File: config.mk
export PLATFORM = sky130hd
export DESIGN_NAME = seg_scan_reader
export DESIGN_NICKNAME = d
export VERILOG_FILES = /design/src/rtl/seg_pkg.sv /design/src/rtl/seg7_to_ascii.sv /design/src/rtl/seg_scan_reader.sv
export SDC_FILE = /design/constraint.sdc
export NUM_CORES = 1
export LEC_CHECK = 0
export CORE_UTILIZATION = 58
export DETAILED_ROUTE_END_ITERATION = 7
export MAX_ROUTING_LAYER = met4
export PLACE_DENSITY = 0.8
export SLEW_MARGIN = 20
export SYNTH_ARGS = -nofsm -noshare
export SYNTH_HDL_FRONTEND = slang
export SYNTH_SLANG_ARGS = --single-unit
File: constraint.sdc
create_clock -name clk -period 5 [get_ports clk]
set_clock_uncertainty 0.05 [all_clocks]
set_input_delay 1 -clock clk [delete_from_list [all_inputs] [get_ports clk]]
set_output_delay 1 -clock clk [all_outputs]
set_load 0.005 [all_outputs]
File: src/rtl/seg_pkg.sv
// Shared types and constants for the seven-segment scan reader.
package seg_pkg;

    localparam int unsigned SEG_W  = 7;
    localparam int unsigned CHAR_W = 8;
    localparam int unsigned IDX_W  = 3;
    localparam int unsigned CNT_W  = 4;

    // All segments off (active-low segment lines)
    localparam logic [SEG_W-1:0]  SEG_BLANK     = 7'h7F;
    localparam logic [CHAR_W-1:0] ASCII_SPACE   = 8'h20;
    localparam logic [CHAR_W-1:0] ASCII_UNKNOWN = 8'h3F;
    localparam logic [CHAR_W-1:0] ASCII_NUL     = 8'h00;

    typedef enum logic [0:0] {
        ST_IDLE    = 1'b0,
        ST_PRESENT = 1'b1
    } out_state_t;

endpackage

File: src/rtl/seg7_to_ascii.sv
// Combinational decode of an active-low seven-segment pattern to ASCII.
module seg7_to_ascii
    import seg_pkg::*;
(
    input  logic [SEG_W-1:0]  pattern,
    output logic [CHAR_W-1:0] ascii_c
);

    // Digits take priority where a letter shares a digit's pattern
    always_comb begin
        ascii_c = ASCII_UNKNOWN;
        case (pattern)
            7'h40: ascii_c = 8'h30;
            7'h79: ascii_c = 8'h31;
            7'h24: ascii_c = 8'h32;
            7'h30: ascii_c = 8'h33;
            7'h19: ascii_c = 8'h34;
            7'h12: ascii_c = 8'h35;
            7'h02: ascii_c = 8'h36;
            7'h78: ascii_c = 8'h37;
            7'h00: ascii_c = 8'h38;
            7'h10: ascii_c = 8'h39;
            7'h08: ascii_c = 8'h41;
            7'h03: ascii_c = 8'h42;
            7'h46: ascii_c = 8'h43;
            7'h21: ascii_c = 8'h44;
            7'h06: ascii_c = 8'h45;
            7'h0E: ascii_c = 8'h46;
            7'h09: ascii_c = 8'h48;
            7'h61: ascii_c = 8'h4A;
            7'h47: ascii_c = 8'h4C;
            7'h6A: ascii_c = 8'h4D;
            7'h2B: ascii_c = 8'h4E;
            7'h0C: ascii_c = 8'h50;
            7'h18: ascii_c = 8'h51;
            7'h2F: ascii_c = 8'h52;
            7'h07: ascii_c = 8'h54;
            7'h41: ascii_c = 8'h55;
            7'h63: ascii_c = 8'h56;
            7'h55: ascii_c = 8'h57;
            7'h11: ascii_c = 8'h59;
            7'h7F: ascii_c = ASCII_SPACE;
            default: ascii_c = ASCII_UNKNOWN;
        endcase
    end

endmodule

File: src/rtl/seg_scan_reader.sv
// Samples a multiplexed seven-segment display, debounces each digit and
// reports changed characters through a valid/ready event port.
module seg_scan_reader
    import seg_pkg::*;
#(
    parameter int unsigned NDIG   = 8,
    parameter int unsigned STABLE = 4
) (
    input  logic                   clk,
    input  logic                   rst_n,
    input  logic                   en,
    input  logic [NDIG-1:0]        an,
    input  logic [SEG_W-1:0]       seg,
    input  logic                   out_ready,
    output logic                   out_valid,
    output logic [CHAR_W-1:0]      out_char,
    output logic [IDX_W-1:0]       out_digit,
    output logic [8*NDIG-1:0]      disp,
    output logic                   err
);

    logic                 s_valid;
    logic [IDX_W-1:0]     s_idx;
    logic [SEG_W-1:0]     s_seg;

    logic [SEG_W-1:0]     cand   [NDIG];
    logic [CNT_W-1:0]     cnt    [NDIG];
    logic [CHAR_W-1:0]    disp_r [NDIG];
    logic [NDIG-1:0]      pending;

    logic                 one_low_c;
    logic                 multi_low_c;
    logic [IDX_W-1:0]     an_idx_c;
    logic [CHAR_W-1:0]    dec_c;
    logic [NDIG-1:0]      set_mask;
    logic [NDIG-1:0]      clr_mask;
    logic [IDX_W-1:0]     low_idx_c;
    logic [CHAR_W-1:0]    low_char_c;

    out_state_t           state;

    // Classify the digit-select lines and locate the selected digit
    always_comb begin
        one_low_c   = ($countones(~an) == 1);
        multi_low_c = ($countones(~an) > 1);
        an_idx_c    = '0;
        for (int i = 0; i < int'(NDIG); i++) begin
            if (!an[i]) an_idx_c = IDX_W'(i);
        end
    end

    // Sample registers and the multi-select error pulse
    always_ff @(posedge clk) begin
        if (!rst_n) begin
            s_valid <= 1'b0;
            s_idx   <= '0;
            s_seg   <= '0;
            err     <= 1'b0;
        end else begin
            s_valid <= en && one_low_c;
            err     <= en && multi_low_c;
            if (en) begin
                s_idx <= an_idx_c;
                s_seg <= seg;
            end
        end
    end

    // Only the sampled digit can be accepted this cycle, so one decoder serves all
    seg7_to_ascii u_dec (
        .pattern (s_seg),
        .ascii_c (dec_c)
    );

    // Acceptance of a changed character, and handshake release of a pending event
    always_comb begin
        set_mask = '0;
        clr_mask = '0;
        for (int k = 0; k < int'(NDIG); k++) begin
            set_mask[k] = s_valid && (s_idx == IDX_W'(k)) && (s_seg == cand[k])
                          && (cnt[k] == CNT_W'(STABLE - 1)) && (dec_c != disp_r[k]);
            clr_mask[k] = (state == ST_PRESENT) && out_ready && (out_digit == IDX_W'(k));
        end
    end

    // Per-digit debounce, accepted display and pending events; a same-cycle set beats a clear
    always_ff @(posedge clk) begin
        if (!rst_n) begin
            for (int k = 0; k < int'(NDIG); k++) begin
                cand[k]   <= SEG_BLANK;
                cnt[k]    <= '0;
                disp_r[k] <= ASCII_SPACE;
            end
            pending <= '0;
        end else begin
            for (int k = 0; k < int'(NDIG); k++) begin
                if (s_valid && (s_idx == IDX_W'(k))) begin
                    if (s_seg == cand[k]) begin
                        if (cnt[k] != CNT_W'(STABLE)) cnt[k] <= cnt[k] + CNT_W'(1);
                    end else begin
                        cand[k] <= s_seg;
                        cnt[k]  <= CNT_W'(1);
                    end
                end
                if (set_mask[k]) disp_r[k] <= dec_c;
            end
            pending <= (pending & ~clr_mask) | set_mask;
        end
    end

    // Lowest-index pending digit and its current character
    always_comb begin
        low_idx_c  = '0;
        low_char_c = ASCII_NUL;
        for (int i = int'(NDIG) - 1; i >= 0; i--) begin
            if (pending[i]) begin
                low_idx_c  = IDX_W'(i);
                low_char_c = disp_r[i];
            end
        end
    end

    // Event presentation FSM with registered outputs
    always_ff @(posedge clk) begin
        if (!rst_n) begin
            state     <= ST_IDLE;
            out_valid <= 1'b0;
            out_char  <= ASCII_NUL;
            out_digit <= '0;
        end else begin
            case (state)
                ST_IDLE: begin
                    if (|pending) begin
                        state     <= ST_PRESENT;
                        out_valid <= 1'b1;
                        out_digit <= low_idx_c;
                        out_char  <= low_char_c;
                    end
                end
                ST_PRESENT: begin
                    if (out_ready) begin
                        state     <= ST_IDLE;
                        out_valid <= 1'b0;
                    end
                end
            endcase
        end
    end

    // Flatten the accepted characters onto the display bus
    for (genvar g = 0; g < int'(NDIG); g++) begin : g_disp
        assign disp[8*g +: 8] = disp_r[g];
    end

endmodule

==> impl_metrics.toml <==
[yosys]
fraction_of_registers_with_async_set_reset_pct = 0
post_synth_inst_count = 1020
post_synth.cell_area_avg_sq_um = 10.2
post_synth_num_cell_types = 76
syn-cell-area_sq_mm = 0.0104
synth-main-ff-cell = "edfxtp_1"
ys_ff_latch = 183
synth_edf_count = 144
synth_seq_area_share_pct = 49.3
synth.yosys.warnings = 0

[grt]
grt_pass1_wl_mm = 40.7
pin_count_of_the_biggest_net_entering_global_routing = 32
first_global_vias = 7561
groute.usage.overall_pct = 30.5
antenna_found_initial = 0
grt-ovfl-total = 0

[clock_network]
clk_sinks = 183
clk_slew_on_worst_s_h_paths_ps = 70
cts.htree.levels = 4
cts_tree = "built"
cts-root-buf = "clkbuf_16"
cts_max_path_buffers = 2
post-cts-setup-buffers = 0
cts_inserted_buffers = 17
clk_latency_ps = 430
post_cts_sizing_count = 0
holdBufCountCts = 0

[sta]
rsz_0062_raised_after_global_routing = "false"
slew-limit-headroom_pct = 29.9
finalSetupTns_ps = 0
finalSetupViolCount = 0
layout_worst_path_cycle_share_pct = 81.6
maxClockFrequency_mhz = 245
hold_violations = 0
hold-worst-slack_ps = 450
period_minus_slack_ps = 4080
slew_at_the_pin_with_the_worst_max_slew_slack_ps = 1040
timing_max_transition_violations_final = 0

[final_layout]
final_area_sq_mm = 0.0119
fin_nets = 1124
final_common_cell = "edfxtp_1"
drive_gt1_share_pct = 10.0
fill_cells = 1312
n_diodes = 0
mostFrequentLayoutCells = "144 x edfxtp_1, 93 x nand2_1, 85 x clkdlybuf4s50_1"
areaGrowthSynthToFinish_pct = 14.6

[critical_path]
cp_cell_sequence = "clkdlybuf4s50_1 -> fa_1 -> inv_1 -> fa_1 -> inv_1 -> fa_1 -> inv_1 -> ha_1 -> inv_1 -> fa_1 -> a2111oi_0 -> a21oi_1 -> nor2b_1 -> and4_1"
crit_path_start_kind = "primary input"
worstPathArrival_ps = 4400
delay_of_the_slowest_cell_on_the_worst_path_ps = 540
worstPathBufferInverterCount = 5
setup.worst_path.class = "in -> reg"
family_of_cells_with_the_greatest_summed_delay_on_the_critical_path = "adder cells"
worstPathMaxFanout = 2
worstSetupEndpointType = "flip-flop"
cp.required_ps = 5330
critical-path-slowest-cell = "fa_1"

[detailed_routing]
total_iterations_of_the_first_detailed_routing_run = 5
drc = 0
detailedRoute.firstIterationViolations = 934
detail_route.wirelength_mm = 26.2
vias = 7985
drt.antenna.violating_nets = 0
wl_per_cell_microns = 19.9
drt-vias-per-instance = 6.07

[power]
power.density_mw_per_mm2 = 305
max-vdd-ir-drop_uv = 264
total_leakage_power_uw = 0.00418

[floorplanning]
ios = 96
die-area_sq_mm = 0.0184
coreArea_sq_mm = 0.0174
die_w_microns = 136
floorplan.die.height_microns = 136
placementRows = 48
initial_core_utilization_pct = 59.7

[placement]
dp.final_hpwl_mm = 18.8
gp_routability_congestion = 0.995
post_dp_cell_area_sq_mm = 0.0113
port_buffers = 86

[status]
run_status = "completed"

[hold_path]
holdCritPathClass = "reg -> reg"

[job]
maxCapViolations = 0
sequential cells by signal (all words and copies together) (netlist names):
register,cells
pending,8
u_dec.ascii_c,7
err,1
s_idx,3
state,1
s_valid,1
out_char,7
out_digit,3
s_seg,7
cnt,32
out_valid,1
disp_r,56
cand,56
where the power goes:
group | leakage [uW] | total, uW | internal, uW | switching (uW)
Combinational | 0.00225 | 419 | 192 | 227
Sequential | 0.00162 | 1820 | 1700 | 117
Clock | 0.000300 | 1380 | 759 | 625
through the flow:
stage | instances | power, uW | setup WS [ps] | utilization [%]
floorplan | 1028 | 2110 | 1060 | -
global placement | 1283 | 2250 | 527 | 64.9
detailed placement | 1283 | 2260 | 477 | 64.9
CTS | 1315 | 3620 | 931 | 68.4
global route | 1315 | 3730 | 698 | 68.4
finish | 1315 | 3620 | 922 | 68.4
synthesized netlist by cell type (all sizes together) (27+ instances only):
master / n / area share (%)
nor2: 89 / 3.4
nand2b: 33 / 2.0
o21ai: 51 / 2.5
or2: 41 / 2.5
inv: 58 / 2.1
a21oi: 27 / 1.3
nand2: 94 / 3.4
nand3: 31 / 1.6
edfxtp: 144 / 42
dfxtp: 39 / 7.5
xor2: 65 / 5.5
buf: 41 / 2.4
xnor2: 64 / 5.4
layer usage:
metal / vias up / wire length (microns) / global-route usage [%]
met1: 3820 / 11000 / 40.1
li1: 3684 / - / -
met3: 71 / 2200 / 5.50
met2: 410 / 12300 / 46.6
met4: 0 / 726 / 12.3
met5: - / 0 / -
area by class of cell:
cell class                 instances  area (sq um)  share of cell area, %
sequential                       183          5100                   43.0
multi-input combinational        721          4740                   39.9
timing repair buffer              94           916                   7.71
clock buffer                      17           425                   3.58
tap                              225           282                   2.37
inverter                          60           225                   1.90
clock inverter                    15           180                   1.52
worst reg2reg max path: stages, from the launching register on:
cell	delay (ps)
dfxtp_1	920
xor2_1	160
nor4_1	710
nand3_1	570
nand2_1	450
worst paths after layout:
kind,slack (ps),depth (start not counted),startpoint,to
max,920,14,an[0],s_valid
min,450,2,out_valid,out_valid
max reg2reg,1810,4,s_seg[2],disp_r[0][25]
min reg2reg,450,2,out_valid,out_valid
logic make-up (layout without fill, tap and decap cells):
group	after synthesis	count (layout)	synth area share (%)
adder cells (fa/ha/maj)	28	28	3.67
other	1	9	0.0362
buffers and inverters	124	186	5.41
flip-flops	183	183	49.3
multiplexers	7	7	0.724
AO/OA/AOI/OAI	174	174	11.2
AND/OR/NAND/NOR	374	374	18.8
XOR/XNOR	129	129	10.9
No activity file was read; power rests on OpenSTA's default activity.
